**config.mk**
```make
export PLATFORM = sky130hd
export DESIGN_NAME = aes_block_loader_flat
export DESIGN_NICKNAME = d
export VERILOG_FILES = /design/src/rtl/aes_loader_pkg.sv /design/src/rtl/aes_block_loader_if.sv /design/src/rtl/sync_fifo.sv /design/src/rtl/aes_block_loader.sv /design/src/flat_wrapper.sv
export SDC_FILE = /design/constraint.sdc
export NUM_CORES = 1
export LEC_CHECK = 0
export CAP_MARGIN = 20
export CORE_UTILIZATION = 60
export CTS_CLUSTER_DIAMETER = 80
export DETAILED_ROUTE_END_ITERATION = 10
export PLACE_DENSITY = 0.89
export SYNTH_ARGS = -nofsm -noshare
export SYNTH_HDL_FRONTEND = slang
export SYNTH_SLANG_ARGS = --single-unit
export TNS_END_PERCENT = 20
```
**constraint.sdc**
```tcl
create_clock -name clk_main_a0 -period 22.9 [get_ports clk_main_a0]
set_input_delay 2.29 -clock clk_main_a0 [delete_from_list [all_inputs] [get_ports clk_main_a0]]
set_output_delay 2.29 -clock clk_main_a0 [all_outputs]
set_load 0.02 [all_outputs]
```
**src/rtl/aes_loader_pkg.sv**
```systemverilog
// -----------------------------------------------------------------------------
// aes_loader_pkg
// Shared constants for the AES block loader. It holds the last-beat marker, the
// default register addresses and the read response codes. The package also
// defines the read-address decode enum and a helper that packs the status word.
// -----------------------------------------------------------------------------
package aes_loader_pkg;

    localparam logic [15:0] LAST_MARKER     = 16'h1111;
    localparam logic [31:0] DEF_LOAD_ADDR   = 32'h0000_0510;
    localparam logic [31:0] DEF_STATUS_ADDR = 32'h0000_0514;
    localparam logic [1:0]  RESP_OKAY       = 2'b00;
    localparam logic [1:0]  RESP_SLVERR     = 2'b10;

    typedef enum logic [1:0] {
        RD_LOAD   = 2'd0,
        RD_STATUS = 2'd1,
        RD_OTHER  = 2'd2
    } rd_sel_e;

    // Status word: [31:16] blocks done, [15:8] FIFO level, [2] missing-marker
    // error, [1] short-block error, [0] output valid.
    function automatic logic [31:0] pack_status(
        input logic [15:0] blocks_done,
        input logic [7:0]  level,
        input logic        err_missing,
        input logic        err_short,
        input logic        out_valid
    );
        return {blocks_done, level, 5'b00000, err_missing, err_short, out_valid};
    endfunction

endpackage

```
**src/rtl/aes_block_loader_if.sv**
```systemverilog
// -----------------------------------------------------------------------------
// aes_block_loader_if
// Bundles the loader's three channels:
//   write beats : wr_addr, wvalid, wready, wdata
//   reads       : arvalid_q, araddr_q, rvalid, rready, rdata, rresp
//   block out   : out_valid, out_ready, out_key, out_din
// The master modport belongs to the driver/consumer side.
// The slave modport belongs to the loader itself.
// -----------------------------------------------------------------------------
interface aes_block_loader_if #(
    parameter int BLOCK_BYTES = 16
);
    logic [31:0]              wr_addr;
    logic                     wvalid;
    logic                     wready;
    logic [31:0]              wdata;
    logic                     arvalid_q;
    logic [31:0]              araddr_q;
    logic                     rvalid;
    logic                     rready;
    logic [31:0]              rdata;
    logic [1:0]               rresp;
    logic                     out_valid;
    logic                     out_ready;
    logic [BLOCK_BYTES*8-1:0] out_key;
    logic [BLOCK_BYTES*8-1:0] out_din;

    modport master (
        output wr_addr, wvalid, wdata, arvalid_q, araddr_q, rready, out_ready,
        input  wready, rvalid, rdata, rresp, out_valid, out_key, out_din
    );

    modport slave (
        input  wr_addr, wvalid, wdata, arvalid_q, araddr_q, rready, out_ready,
        output wready, rvalid, rdata, rresp, out_valid, out_key, out_din
    );
endinterface

```
**src/rtl/sync_fifo.sv**
```systemverilog
// -----------------------------------------------------------------------------
// sync_fifo
// Single-clock first-word-fall-through FIFO. DEPTH must be a power of two.
// Ports:
//   clk, rst    : clock and synchronous active-high reset
//   push, din   : write request and data; ignored when the FIFO is full
//   pop, dout   : read request and head data; a pop is ignored when empty
//   full, empty : occupancy flags
//   level       : number of stored entries
// A simultaneous push and pop leaves level unchanged.
// -----------------------------------------------------------------------------
module sync_fifo #(
    parameter int WIDTH = 8,
    parameter int DEPTH = 4
) (
    input  logic                   clk,
    input  logic                   rst,
    input  logic                   push,
    input  logic [WIDTH-1:0]       din,
    input  logic                   pop,
    output logic [WIDTH-1:0]       dout,
    output logic                   full,
    output logic                   empty,
    output logic [$clog2(DEPTH):0] level
);
    localparam int AW = $clog2(DEPTH);
    localparam int LW = AW + 1;
    localparam logic [AW-1:0] PTR_ONE  = AW'(1);
    localparam logic [LW-1:0] LVL_ONE  = LW'(1);
    localparam logic [LW-1:0] LVL_FULL = LW'(DEPTH);

    logic [WIDTH-1:0] mem_r [DEPTH];
    logic [AW-1:0]    wr_ptr_r;
    logic [AW-1:0]    rd_ptr_r;
    logic [LW-1:0]    level_r;
    logic             push_s;
    logic             pop_s;

    assign full  = (level_r == LVL_FULL);
    assign empty = (level_r == {LW{1'b0}});
    assign level = level_r;
    assign dout  = mem_r[rd_ptr_r];

    // Gate requests so that overflow and underflow are no-ops.
    always_comb begin
        push_s = push & ~full;
        pop_s  = pop & ~empty;
    end

    // Payload storage; contents need no reset because level guards reads.
    always_ff @(posedge clk) begin
        if (push_s) begin
            mem_r[wr_ptr_r] <= din;
        end
    end

    // Pointers and occupancy count.
    always_ff @(posedge clk) begin
        if (rst) begin
            wr_ptr_r <= {AW{1'b0}};
            rd_ptr_r <= {AW{1'b0}};
            level_r  <= {LW{1'b0}};
        end else begin
            if (push_s) begin
                wr_ptr_r <= wr_ptr_r + PTR_ONE;
            end
            if (pop_s) begin
                rd_ptr_r <= rd_ptr_r + PTR_ONE;
            end
            case ({push_s, pop_s})
                2'b10:   level_r <= level_r + LVL_ONE;
                2'b01:   level_r <= level_r - LVL_ONE;
                default: level_r <= level_r;
            endcase
        end
    end

endmodule

```
**src/rtl/aes_block_loader.sv**
```systemverilog
// -----------------------------------------------------------------------------
// aes_block_loader
// Assembles AES key/data blocks from 32-bit write beats. It buffers completed
// blocks in a FIFO and exposes byte count and status through a read channel.
// Ports:
//   clk_main_a0   : single clock
//   rst_main_sync : synchronous active-high reset
//   bus (slave)   : write beats, register reads and block output
//                   (see aes_block_loader_if)
// Write beat at LOAD_ADDR:
//   wdata[15:8] = key byte, wdata[7:0] = data byte (MSB first),
//   wdata[31:16] = LAST_MARKER on the final beat.
// Write beat at STATUS_ADDR:
//   wdata[1] clears err_short, wdata[2] clears err_missing.
// Optional feature macro: BLOCK_LOADER_MARKER_CHECK_EN.
//   Defined   : a block completes only when its final beat carries the marker;
//               an early marker sets err_short, and a missing marker sets
//               err_missing.
//   Undefined : a block completes on byte count alone, and both error bits
//               stay 0.
// -----------------------------------------------------------------------------
module aes_block_loader
    import aes_loader_pkg::*;
#(
    parameter int          BLOCK_BYTES = 16,
    parameter int          FIFO_DEPTH  = 4,
    parameter logic [31:0] LOAD_ADDR   = DEF_LOAD_ADDR,
    parameter logic [31:0] STATUS_ADDR = DEF_STATUS_ADDR
) (
    input  logic             clk_main_a0,
    input  logic             rst_main_sync,
    aes_block_loader_if.slave bus
);
    localparam int BW    = BLOCK_BYTES * 8;
    localparam int CNT_W = (BLOCK_BYTES > 1) ? $clog2(BLOCK_BYTES) : 1;
    localparam int LVL_W = $clog2(FIFO_DEPTH) + 1;
    localparam logic [CNT_W-1:0] LAST_CNT = CNT_W'(BLOCK_BYTES - 1);
    localparam logic [CNT_W-1:0] CNT_ONE  = CNT_W'(1);

    logic             ready_en_r;
    logic [CNT_W-1:0] byte_cnt_r;
    logic [BW-1:0]    key_sr_r;
    logic [BW-1:0]    din_sr_r;
    logic [15:0]      blocks_done_r;
    logic             err_short_r;
    logic             err_missing_r;
    logic             rvalid_r;
    logic [31:0]      rdata_r;
    logic [1:0]       rresp_r;

    logic             beat_acc_s;
    logic             load_beat_s;
    logic             last_pos_s;
    logic [BW-1:0]    key_shift_s;
    logic [BW-1:0]    din_shift_s;
    logic [CNT_W-1:0] byte_cnt_nxt_s;
    logic             push_s;
    logic             pop_s;
    logic             set_short_s;
    logic             set_missing_s;
    logic             clr_short_s;
    logic             clr_missing_s;
    logic             fifo_full_s;
    logic             fifo_empty_s;
    logic [LVL_W-1:0] fifo_level_s;
    logic [2*BW-1:0]  fifo_dout_s;
    logic             out_valid_s;
    rd_sel_e          rd_sel_s;
    logic [31:0]      rd_data_s;
    logic [1:0]       rd_resp_s;

`ifdef BLOCK_LOADER_MARKER_CHECK_EN
    logic             marker_s;
    assign marker_s = (bus.wdata[31:16] == LAST_MARKER);
`else
    logic             unused_marker_s;
    assign unused_marker_s = ^bus.wdata[31:16];
`endif

    // ready_en_r holds wready low through reset and releases it one edge later.
    assign bus.wready  = ready_en_r & ~fifo_full_s;
    assign beat_acc_s  = bus.wvalid & bus.wready;
    assign last_pos_s  = (byte_cnt_r == LAST_CNT);
    assign key_shift_s = {key_sr_r[BW-9:0], bus.wdata[15:8]};
    assign din_shift_s = {din_sr_r[BW-9:0], bus.wdata[7:0]};
    assign out_valid_s = ~fifo_empty_s;
    assign pop_s       = out_valid_s & bus.out_ready;

    assign bus.out_valid = out_valid_s;
    assign bus.out_key   = out_valid_s ? fifo_dout_s[2*BW-1:BW] : {BW{1'b0}};
    assign bus.out_din   = out_valid_s ? fifo_dout_s[BW-1:0]    : {BW{1'b0}};
    assign bus.rvalid    = rvalid_r;
    assign bus.rdata     = rdata_r;
    assign bus.rresp     = rresp_r;

    // Beat decode: byte count advance, block completion, error set/clear.
    always_comb begin
        load_beat_s    = 1'b0;
        push_s         = 1'b0;
        set_short_s    = 1'b0;
        set_missing_s  = 1'b0;
        clr_short_s    = 1'b0;
        clr_missing_s  = 1'b0;
        byte_cnt_nxt_s = byte_cnt_r;
        if (beat_acc_s && (bus.wr_addr == LOAD_ADDR)) begin
            load_beat_s = 1'b1;
`ifdef BLOCK_LOADER_MARKER_CHECK_EN
            if (marker_s && last_pos_s) begin
                push_s         = 1'b1;
                byte_cnt_nxt_s = {CNT_W{1'b0}};
            end else if (marker_s) begin
                set_short_s    = 1'b1;
                byte_cnt_nxt_s = {CNT_W{1'b0}};
            end else if (last_pos_s) begin
                set_missing_s  = 1'b1;
                byte_cnt_nxt_s = {CNT_W{1'b0}};
            end else begin
                byte_cnt_nxt_s = byte_cnt_r + CNT_ONE;
            end
`else
            if (last_pos_s) begin
                push_s         = 1'b1;
                byte_cnt_nxt_s = {CNT_W{1'b0}};
            end else begin
                byte_cnt_nxt_s = byte_cnt_r + CNT_ONE;
            end
`endif
        end else if (beat_acc_s && (bus.wr_addr == STATUS_ADDR)) begin
            clr_short_s   = bus.wdata[1];
            clr_missing_s = bus.wdata[2];
        end else begin
            load_beat_s = 1'b0;
        end
    end

    // Classify the read address.
    always_comb begin
        if (bus.araddr_q == LOAD_ADDR) begin
            rd_sel_s = RD_LOAD;
        end else if (bus.araddr_q == STATUS_ADDR) begin
            rd_sel_s = RD_STATUS;
        end else begin
            rd_sel_s = RD_OTHER;
        end
    end

    // Form the read response from the current state.
    always_comb begin
        rd_data_s = 32'h0000_0000;
        rd_resp_s = RESP_OKAY;
        case (rd_sel_s)
            RD_LOAD:   rd_data_s = 32'(byte_cnt_r);
            RD_STATUS: rd_data_s = pack_status(blocks_done_r, 8'(fifo_level_s),
                                               err_missing_r, err_short_r, out_valid_s);
            default: begin
                rd_data_s = 32'h0000_0000;
                rd_resp_s = RESP_SLVERR;
            end
        endcase
    end

    // Write-side state: shift registers, byte count, block counter, sticky errors.
    always_ff @(posedge clk_main_a0) begin
        if (rst_main_sync) begin
            ready_en_r    <= 1'b0;
            byte_cnt_r    <= {CNT_W{1'b0}};
            key_sr_r      <= {BW{1'b0}};
            din_sr_r      <= {BW{1'b0}};
            blocks_done_r <= 16'h0000;
            err_short_r   <= 1'b0;
            err_missing_r <= 1'b0;
        end else begin
            ready_en_r <= 1'b1;
            byte_cnt_r <= byte_cnt_nxt_s;
            if (load_beat_s) begin
                key_sr_r <= key_shift_s;
                din_sr_r <= din_shift_s;
            end
            if (push_s) begin
                blocks_done_r <= blocks_done_r + 16'h0001;
            end
            err_short_r   <= (err_short_r & ~clr_short_s) | set_short_s;
            err_missing_r <= (err_missing_r & ~clr_missing_s) | set_missing_s;
        end
    end

    // Read channel: take a request only when idle, then hold until rready.
    always_ff @(posedge clk_main_a0) begin
        if (rst_main_sync) begin
            rvalid_r <= 1'b0;
            rdata_r  <= 32'h0000_0000;
            rresp_r  <= RESP_OKAY;
        end else if (rvalid_r) begin
            if (bus.rready) begin
                rvalid_r <= 1'b0;
            end
        end else if (bus.arvalid_q) begin
            rvalid_r <= 1'b1;
            rdata_r  <= rd_data_s;
            rresp_r  <= rd_resp_s;
        end
    end

    sync_fifo #(
        .WIDTH (2 * BW),
        .DEPTH (FIFO_DEPTH)
    ) u_fifo (
        .clk   (clk_main_a0),
        .rst   (rst_main_sync),
        .push  (push_s),
        .din   ({key_shift_s, din_shift_s}),
        .pop   (pop_s),
        .dout  (fifo_dout_s),
        .full  (fifo_full_s),
        .empty (fifo_empty_s),
        .level (fifo_level_s)
    );

endmodule
```
**src/flat_wrapper.sv**
```systemverilog
// flat-port wrapper written by rule: the top's interface ports become plain ports
module aes_block_loader_flat import aes_loader_pkg::*;
#(
    parameter int          BLOCK_BYTES = 16,
    parameter int          FIFO_DEPTH  = 4,
    parameter logic [31:0] LOAD_ADDR   = DEF_LOAD_ADDR,
    parameter logic [31:0] STATUS_ADDR = DEF_STATUS_ADDR
)
  (clk_main_a0, rst_main_sync, bus_wr_addr, bus_wvalid, bus_wdata, bus_arvalid_q, bus_araddr_q, bus_rready, bus_out_ready, bus_wready, bus_rvalid, bus_rdata, bus_rresp, bus_out_valid, bus_out_key, bus_out_din);
  aes_block_loader_if #(.BLOCK_BYTES(BLOCK_BYTES)) bus_i ();
  input  logic clk_main_a0;
  input  logic rst_main_sync;
  input wire logic [$bits(bus_i.wr_addr)-1:0] bus_wr_addr;
  input wire logic [$bits(bus_i.wvalid)-1:0] bus_wvalid;
  input wire logic [$bits(bus_i.wdata)-1:0] bus_wdata;
  input wire logic [$bits(bus_i.arvalid_q)-1:0] bus_arvalid_q;
  input wire logic [$bits(bus_i.araddr_q)-1:0] bus_araddr_q;
  input wire logic [$bits(bus_i.rready)-1:0] bus_rready;
  input wire logic [$bits(bus_i.out_ready)-1:0] bus_out_ready;
  output wire logic [$bits(bus_i.wready)-1:0] bus_wready;
  output wire logic [$bits(bus_i.rvalid)-1:0] bus_rvalid;
  output wire logic [$bits(bus_i.rdata)-1:0] bus_rdata;
  output wire logic [$bits(bus_i.rresp)-1:0] bus_rresp;
  output wire logic [$bits(bus_i.out_valid)-1:0] bus_out_valid;
  output wire logic [$bits(bus_i.out_key)-1:0] bus_out_key;
  output wire logic [$bits(bus_i.out_din)-1:0] bus_out_din;
  assign bus_i.wr_addr = bus_wr_addr;
  assign bus_i.wvalid = bus_wvalid;
  assign bus_i.wdata = bus_wdata;
  assign bus_i.arvalid_q = bus_arvalid_q;
  assign bus_i.araddr_q = bus_araddr_q;
  assign bus_i.rready = bus_rready;
  assign bus_i.out_ready = bus_out_ready;
  assign bus_wready = bus_i.wready;
  assign bus_rvalid = bus_i.rvalid;
  assign bus_rdata = bus_i.rdata;
  assign bus_rresp = bus_i.rresp;
  assign bus_out_valid = bus_i.out_valid;
  assign bus_out_key = bus_i.out_key;
  assign bus_out_din = bus_i.out_din;
  aes_block_loader #(.BLOCK_BYTES(BLOCK_BYTES), .FIFO_DEPTH(FIFO_DEPTH), .LOAD_ADDR(LOAD_ADDR), .STATUS_ADDR(STATUS_ADDR)) u_core (.clk_main_a0(clk_main_a0), .rst_main_sync(rst_main_sync), .bus(bus_i));
endmodule
```
==> flow_summary.json, run 1 <==
{
  "status": "finished clean",
  "grt_pass1_vias": 27440,
  "power_density_mw_per_mm2": 79.73,
  "synth_top_family_by_area": "multiplexers",
  "finalPower_mw": 4.624,
  "wl_per_cell_um": 25.23,
  "yosysSeqAreaShare": 0.7434,
  "finalSetupViolations": 0,
  "dpl.hpwl_mm": 61.56,
  "syn-cell-area_mm2": 0.04936,
  "peakVddDrop_mv": 0.07497,
  "drv_slew": 0,
  "synth_xor_area_frac": 0.001420,
  "fin_crit_sh": 0.3083,
  "detail-route-antenna-nets": 0,
  "ys.flop_type": "edfxtp_1",
  "nFillCells": 4550,
  "grt_pass1_wl_mm": 167.3,
  "synthAdderAreaFrac": 0.002180,
  "async_reset_ff_frac": 0,
  "drt_iter0_drc": 2971,
  "rsz0062_at_grt": "no",
  "grt_max_degree": 157,
  "syn_to_final_growth_pct": 17.50,
  "switching_share": 0.1936,
  "power_frac_clock": 0.442,
  "combPwrFrac": 0.007,
  "synth_warnings": 0,
  "synth-compound-area-share": 0.03156,
  "max-cap-violations": 0,
  "hold_class": "reg2reg",
  "tightest_slew_ps": 1118,
  "postCtsHoldBufs": 0,
  "critPathArrivalTime_ps": 7350,
  "p_sw_mw": 0.8954,
  "clkSinkCount": 1321,
  "postCtsSetupBuffers": 0,
  "synth_cells": 2970,
  "place_congestion": 0.8063,
  "rows": 104,
  "first_pass_iters": 6,
  "slew_headroom": 0.2546,
  "track_usage": 0.2678,
  "critical_path_class": "in2reg",
  "die_height_um": 288.8,
  "crit_fanout": 62,
  "max_clock_freq_mhz": 141.7,
  "ioPinCount": 395,
  "path_cells": "clkdlybuf4s50_1 -> nor4b_4 -> nand4_2 -> nor4_1 -> and2_4 -> buf_4 -> buf_4 -> buf_4",
  "drc_errors": 0,
  "clk_pin_slew_ps": 60,
  "power.internal_mw": 3.729,
  "clock-root-buffer": "clkbuf_16",
  "cp_common_cell": "buf_4",
  "cts_resized": 0,
  "synth_top_area_frac": 0.6230,
  "seqPwrFrac": 0.551,
  "fin_cells": 4475,
  "hold_viol": 0,
  "fp.dieW_um": 288.8,
  "synth-edff-count": 1024,
  "crit_buf_inv": 4,
  "dpl.cell_count": 4248,
  "synth.area.top_cells": "edfxtp_1 62%, dfxtp_1 12%, mux4_2 12%, nand2_1 3.8%, and2_1 3.3%",
  "cpLargestDelayFamily": "buffers and inverters",
  "initial_utilization": 0.6099,
  "synthDistinctLibCells": 46,
  "routed_wl_mm": 112.9,
  "synth_mux_area_frac": 0.1177,
  "synth.avg_cell_area_um2": 16.62,
  "max_stage_delay_ps": 850,
  "antenna_found_initial": 1,
  "fin_tns_setup_ps": 0,
  "clk_path_buf_depth": 3,
  "htree_num_levels": 3,
  "cp_slowest_cell": "buf_4",
  "ys_ff_latch": 1321,
  "startpoint_type": "input port",
  "fin_skew_ps": 37.77,
  "cts_tree": "done",
  "fin_nets": 3419,
  "post_drt_via_cell_ratio": 6.137,
  "die_area_mm2": 0.08342,
  "power_leakage_nw": 20.51,
  "yosys.area_share.simple": 0.08619,
  "grt_remaining_overflow": 0,
  "port_buffers": 368,
  "coreArea_mm2": 0.08094,
  "fin_crit_ps": 7059,
  "vias": 27460,
  "worstPathRequired_ps": 23190,
  "clk_latency_ps": 710,
  "numCtsBuffers": 118,
  "synth_area_leader_cell": "edfxtp_1",
  "endpoint_kind": "flop",
  "drive_above_1_share": 0.1465
}
## layout make-up
class / count / area, um2 / area share
Antenna cell: 1 / 2.502 / 0.00004315
Multi-Input combinational cell: 1460 / 11860 / 0.2044
Clock buffer: 165 / 3361 / 0.05795
Inverter: 12 / 45.04 / 0.0007766
Tap cell: 1060 / 1326 / 0.02287
Timing Repair Buffer: 396 / 3981 / 0.06865
Sequential cell: 1321 / 36700 / 0.6328
Clock inverter: 60 / 723.2 / 0.01247
## kinds of logic after synthesis
group,Yosys count
AOI/OAI and AO/OA,297
xor gates and xnor gates,8
adders and majority gates,8
buffers and inverters,198
DFF,1321
muxes,260
other,1
and+or+nand+nor,877
## cells in the mapped netlist (2+ instances only)
| master | number |
|---|---|
| buf_2 | 65 |
| a21oi_1 | 259 |
| clkbuf_1 | 100 |
| nor4_1 | 7 |
| nor4_4 | 2 |
| or3_1 | 12 |
| a22oi_1 | 22 |
| or4_1 | 2 |
| buf_1 | 11 |
| xor2_1 | 3 |
| inv_1 | 12 |
| and3_1 | 3 |
| nand4_1 | 8 |
| edfxtp_1 | 1024 |
| nor2_1 | 39 |
| mux4_2 | 256 |
| nand3_1 | 7 |
| nor4_2 | 4 |
| nand2_1 | 498 |
| o21ai_0 | 12 |
| xnor2_1 | 5 |
| nor2b_1 | 2 |
| buf_4 | 10 |
| ha_1 | 7 |
| nand4_2 | 2 |
| nor4b_1 | 2 |
| dfxtp_1 | 297 |
| and2_1 | 263 |
| mux2_2 | 3 |
| and4_1 | 5 |
| nand2b_1 | 4 |
| nor3_1 | 10 |
## layer usage
metal | global-route usage | routed length (um) | vias up
met3 | 0.05173 | 9215 | 243
li1 | - | - | 11820
met4 | 0.09961 | 4180 | 2
met2 | 0.4492 | 58000 | 1487
met5 | 0 | 13 | -
met1 | 0.3509 | 41510 | 13910
## power groups by stage
stage               clock [mW]  sequential (mW)  combinational, mW
detailed placement           0             2.60             0.0339
floorplan                    0             2.60             0.0127
global route              2.15             2.55             0.0361
CTS                       2.06             2.55             0.0340
global placement             0             2.60             0.0333
finish                    2.04             2.55             0.0342
## worst register-to-register path: stages (launching register included)
cell and delay [ps]:
dfxtp_1 410, ha_1 240, nand4b_1 240, nor4_1 800
and2_4 600, buf_4 740, buf_4 920, buf_4 900
## per-stage QoR
step | area (um2) | hold slack (ps) | worst slack [ps] | util
6_report | 58000 | 492.2 | 15840 | 0.7166
5_1_grt | 57990 | 498.2 | 15580 | 0.7165
4_1_cts | 57970 | 485.3 | 15810 | 0.7162
3_5_place_dp | 53880 | 468.2 | 15180 | 0.6657
3_3_place_gp | 53880 | 469.2 | 15160 | 0.6657
2_1_floorplan | 49390 | 446.7 | 13170 | -
## sequential cells by signal, summed over array words and instances, names as in the netlist, 3 cells and up, named ones only
| register | flops |
|---|---|
| u_core.blocks_done_r | 16 |
| u_core.bus.rdata | 23 |
| u_core.byte_cnt_r | 4 |
| u_core.din_sr_r | 120 |
| u_core.key_sr_r | 120 |
| u_core.u_fifo.level | 3 |
| u_core.u_fifo.mem_r | 1024 |
## path summary, 6_finish.rpt
kind                                          end  slack, ps  cells after the start                              start
min                  u_core.bus.rvalid$_SDFF_PP0_        490                      2       u_core.bus.rvalid$_SDFF_PP0_
min reg2reg          u_core.bus.rvalid$_SDFF_PP0_        490                      2       u_core.bus.rvalid$_SDFF_PP0_
max          u_core.u_fifo.mem_r[1][81]$_DFFE_PP_      15840                      8                     bus_wr_addr[5]
max reg2reg  u_core.u_fifo.mem_r[1][81]$_DFFE_PP_      17610                      7  u_core.byte_cnt_r[0]$_SDFFE_PP0N_
## layout by cell type, fill, tap and decap left out, drive strengths merged, types with 4 or more instances in the layout
| cell | count |
|---|---|
| clkinvlp | 8 |
| or3 | 12 |
| nor4 | 13 |
| nand3 | 8 |
| mux4 | 256 |
| xnor2 | 5 |
| nor4b | 4 |
| inv | 16 |
| clkinv | 36 |
| o21ai | 12 |
| bufinv | 12 |
| a21oi | 259 |
| dfxtp | 297 |
| nand4 | 10 |
| and4 | 5 |
| clkdlybuf4s50 | 367 |
| edfxtp | 1024 |
| clkbuf | 165 |
| nand2 | 498 |
| conb | 10 |
| nand2b | 4 |
| ha | 7 |
| nor3 | 10 |
| buf | 29 |
| a22oi | 22 |
| nor2 | 39 |
| and2 | 263 |
(Power assumes the default switching activity.)
==> run 2, diff against run 1 <==
- CORE_UTILIZATION: 60 -> 58
- PLACE_DENSITY: 0.89 -> 0.87
- clock period: 22.9 -> 7.2 ns (I/O delays scaled with it)
==> run 2 against run 1 <==
Register-to-register slack worse by 14000 ps. Non-clock buffer count is 1 higher. Worst setup slack worse by 13000 ps. Core utilization is 2.0 points lower. Clock-buffer cell count stayed put. Global-route usage is 0.58 points lower. Critical endpoint is now bus_out_din[125]. Largest cell class unchanged.
==> flow_summary.json, run 2 (synthesized netlist as in run 1, its figures left out) <==
{
  "wl_met1_mm": 41.67,
  "postPlaceCellArea_mm2": 0.05413,
  "power_density_mw_per_mm2": 257.9,
  "power_leakage_nw": 20.68,
  "die_area_mm2": 0.08627,
  "fin_crit_sh": 0.6205,
  "track_usage": 0.2620,
  "htree_num_levels": 3,
  "largest-register": "u_core.u_fifo.mem_r",
  "met3_length_mm": 8.909,
  "largest_registers": "u_core.u_fifo.mem_r: 1024 flops, u_core.din_sr_r: 120 flops, u_core.key_sr_r: 120 flops",
  "max_stage_delay_ps": 710,
  "route.met2.wl_mm": 58.23,
  "clk_path_buf_depth": 3,
  "hold_end": "u_core.u_fifo.mem_r[0][173]$_DFFE_PP_",
  "initial_utilization": 0.5879,
  "ioPinCount": 395,
  "drive_above_1_share": 0.1493,
  "grt_max_degree": 179,
  "max-cap-violations": 0,
  "finalPower_mw": 15.07,
  "fp.dieW_um": 293.7,
  "multi_input_area_mm2": 0.01186,
  "grt_remaining_overflow": 0,
  "drv_slew": 0,
  "tightest_slew_ps": 1136,
  "holdWs_ps": 471.8,
  "crit_buf_inv": 2,
  "path_cells": "or3_4 -> buf_12 -> and2_1 -> clkdlybuf4s50_1",
  "place_congestion": 0.7968,
  "min_path_cells": 0,
  "nFillCells": 4886,
  "antenna_found_initial": 6,
  "cts_tree": "done",
  "mostFrequentLayoutCells": "1024 x edfxtp_1, 498 x nand2_1, 367 x clkdlybuf4s50_1",
  "port_buffers": 368,
  "ff2ff_setup_slack_ps": 3300,
  "fin_nets": 3422,
  "routed_wl_mm": 113.2,
  "antennaDiodeCount": 0,
  "first_pass_iters": 6,
  "grt_pass1_vias": 27990,
  "startpoint_type": "flop",
  "numCtsBuffers": 120,
  "die_height_um": 293.7,
  "cp_slowest_cell": "or3_4",
  "cpLargestDelayFamily": "simple AND/OR/NAND/NOR gates",
  "dpl.cell_count": 4324,
  "postCtsSetupBuffers": 0,
  "detail-route-antenna-nets": 0,
  "coreArea_mm2": 0.08395,
  "hold_viol": 0,
  "syn_to_final_growth_pct": 18.41,
  "largest_register_ffs": 1024,
  "post_drt_via_cell_ratio": 6.035,
  "grt_pass1_wl_mm": 170.0,
  "max_clock_freq_mhz": 223.8,
  "fin_skew_ps": 65.09,
  "worstPathRequired_ps": 6480,
  "clock-root-buffer": "clkbuf_16",
  "status": "finished clean",
  "wl_per_cell_um": 24.86,
  "hold_class": "reg2reg",
  "postCtsHoldBufs": 0,
  "finalSetupViolations": 0,
  "rows": 106,
  "clk_latency_ps": 700,
  "critical_path_class": "reg2out",
  "final_cell_area_mm2": 0.05845,
  "slew_headroom": 0.2367,
  "peakVddDrop_mv": 0.2535,
  "hold_path.startpoint": "u_core.key_sr_r[37]$_SDFFE_PP0N_",
  "rr_startpoint": "u_core.u_fifo.level[2]$_SDFFE_PP0P_",
  "critPathArrivalTime_ps": 3750,
  "clkSinkCount": 1321,
  "endpoint_kind": "primary output",
  "routed.top_layer": "met5",
  "crit_fanout": 178,
  "vias": 27470,
  "final_common_cell": "edfxtp_1",
  "clk_pin_slew_ps": 70,
  "rsz0062_at_grt": "no",
  "r2r_end": "u_core.din_sr_r[110]$_SDFFE_PP0N_",
  "drt_iter0_drc": 2678,
  "cts_resized": 0,
  "regArea_mm2": 0.03670,
  "drc_errors": 0,
  "dpl.hpwl_mm": 59.44,
  "startpoint": "u_core.u_fifo.level[1]$_SDFFE_PP0P_",
  "fin_crit_ps": 4467,
  "worstRegToRegCells": 7,
  "fin_cells": 4551
}
-- run 2: changes by cell type in the layout (fill, tap and decap cells not counted), moves of 2 or more --
cell        change
clkinv_16       -2
clkinv_2        +2
clkinv_8        -2
clkinvlp_4      -3
buf_4           -9
bufinv_16       +8
clkbuf_8        -2
clkbuf_1        -2
clkbuf_16       +4
inv_4           +3
inv_16          +2
buf_12         +11
clkinv_1        -5
-- run 2: power by group --
group / switching [mW] / total [mW] / internal [mW]
clock network: 2.80 / 6.86 / 4.06
logic: 0.0605 / 0.109 / 0.0481
registers: 0.00102 / 8.10 / 8.10
-- run 2: how the worst max path moves through the flow --
stage | to | cells after the start
4_1_cts | bus_out_din[8] | 4
5_1_grt | bus_out_din[125] | 4
3_3_place_gp | u_core.u_fifo.mem_r[3][217]$_DFFE_PP_ | 6
2_1_floorplan | u_core.u_fifo.mem_r[3][0]$_DFFE_PP_ | 4
6_report | bus_out_din[125] | 4
3_5_place_dp | u_core.u_fifo.mem_r[0][37]$_DFFE_PP_ | 6
-- run 2: layout make-up --
class	instances	share of cell area
repair buffers	397	0.07026
well taps	1134	0.02428
flip-flops and latches	1321	0.6279
inverters	12	0.0007706
multi-input cells	1460	0.2028
clock buffers	165	0.05861
clock inverters	62	0.01531
-- run 2: routing by layer --
metal,vias up,track usage
met1,14040,0.3442
li1,11810,-
met3,224,0.04532
met2,1385,0.4401
met4,4,0.1010
met5,-,0
-- run 2: stage by stage --
stage / TNS (ps) / setup slack [ps] / utilization
after floorplan: -737580 / -960.4 / -
after global placement: 0 / 2701 / 0.6447
after detailed placement: 0 / 2624 / 0.6447
after CTS: 0 / 2785 / 0.6962
after global routing: 0 / 2566 / 0.6962
final: 0 / 2733 / 0.6962
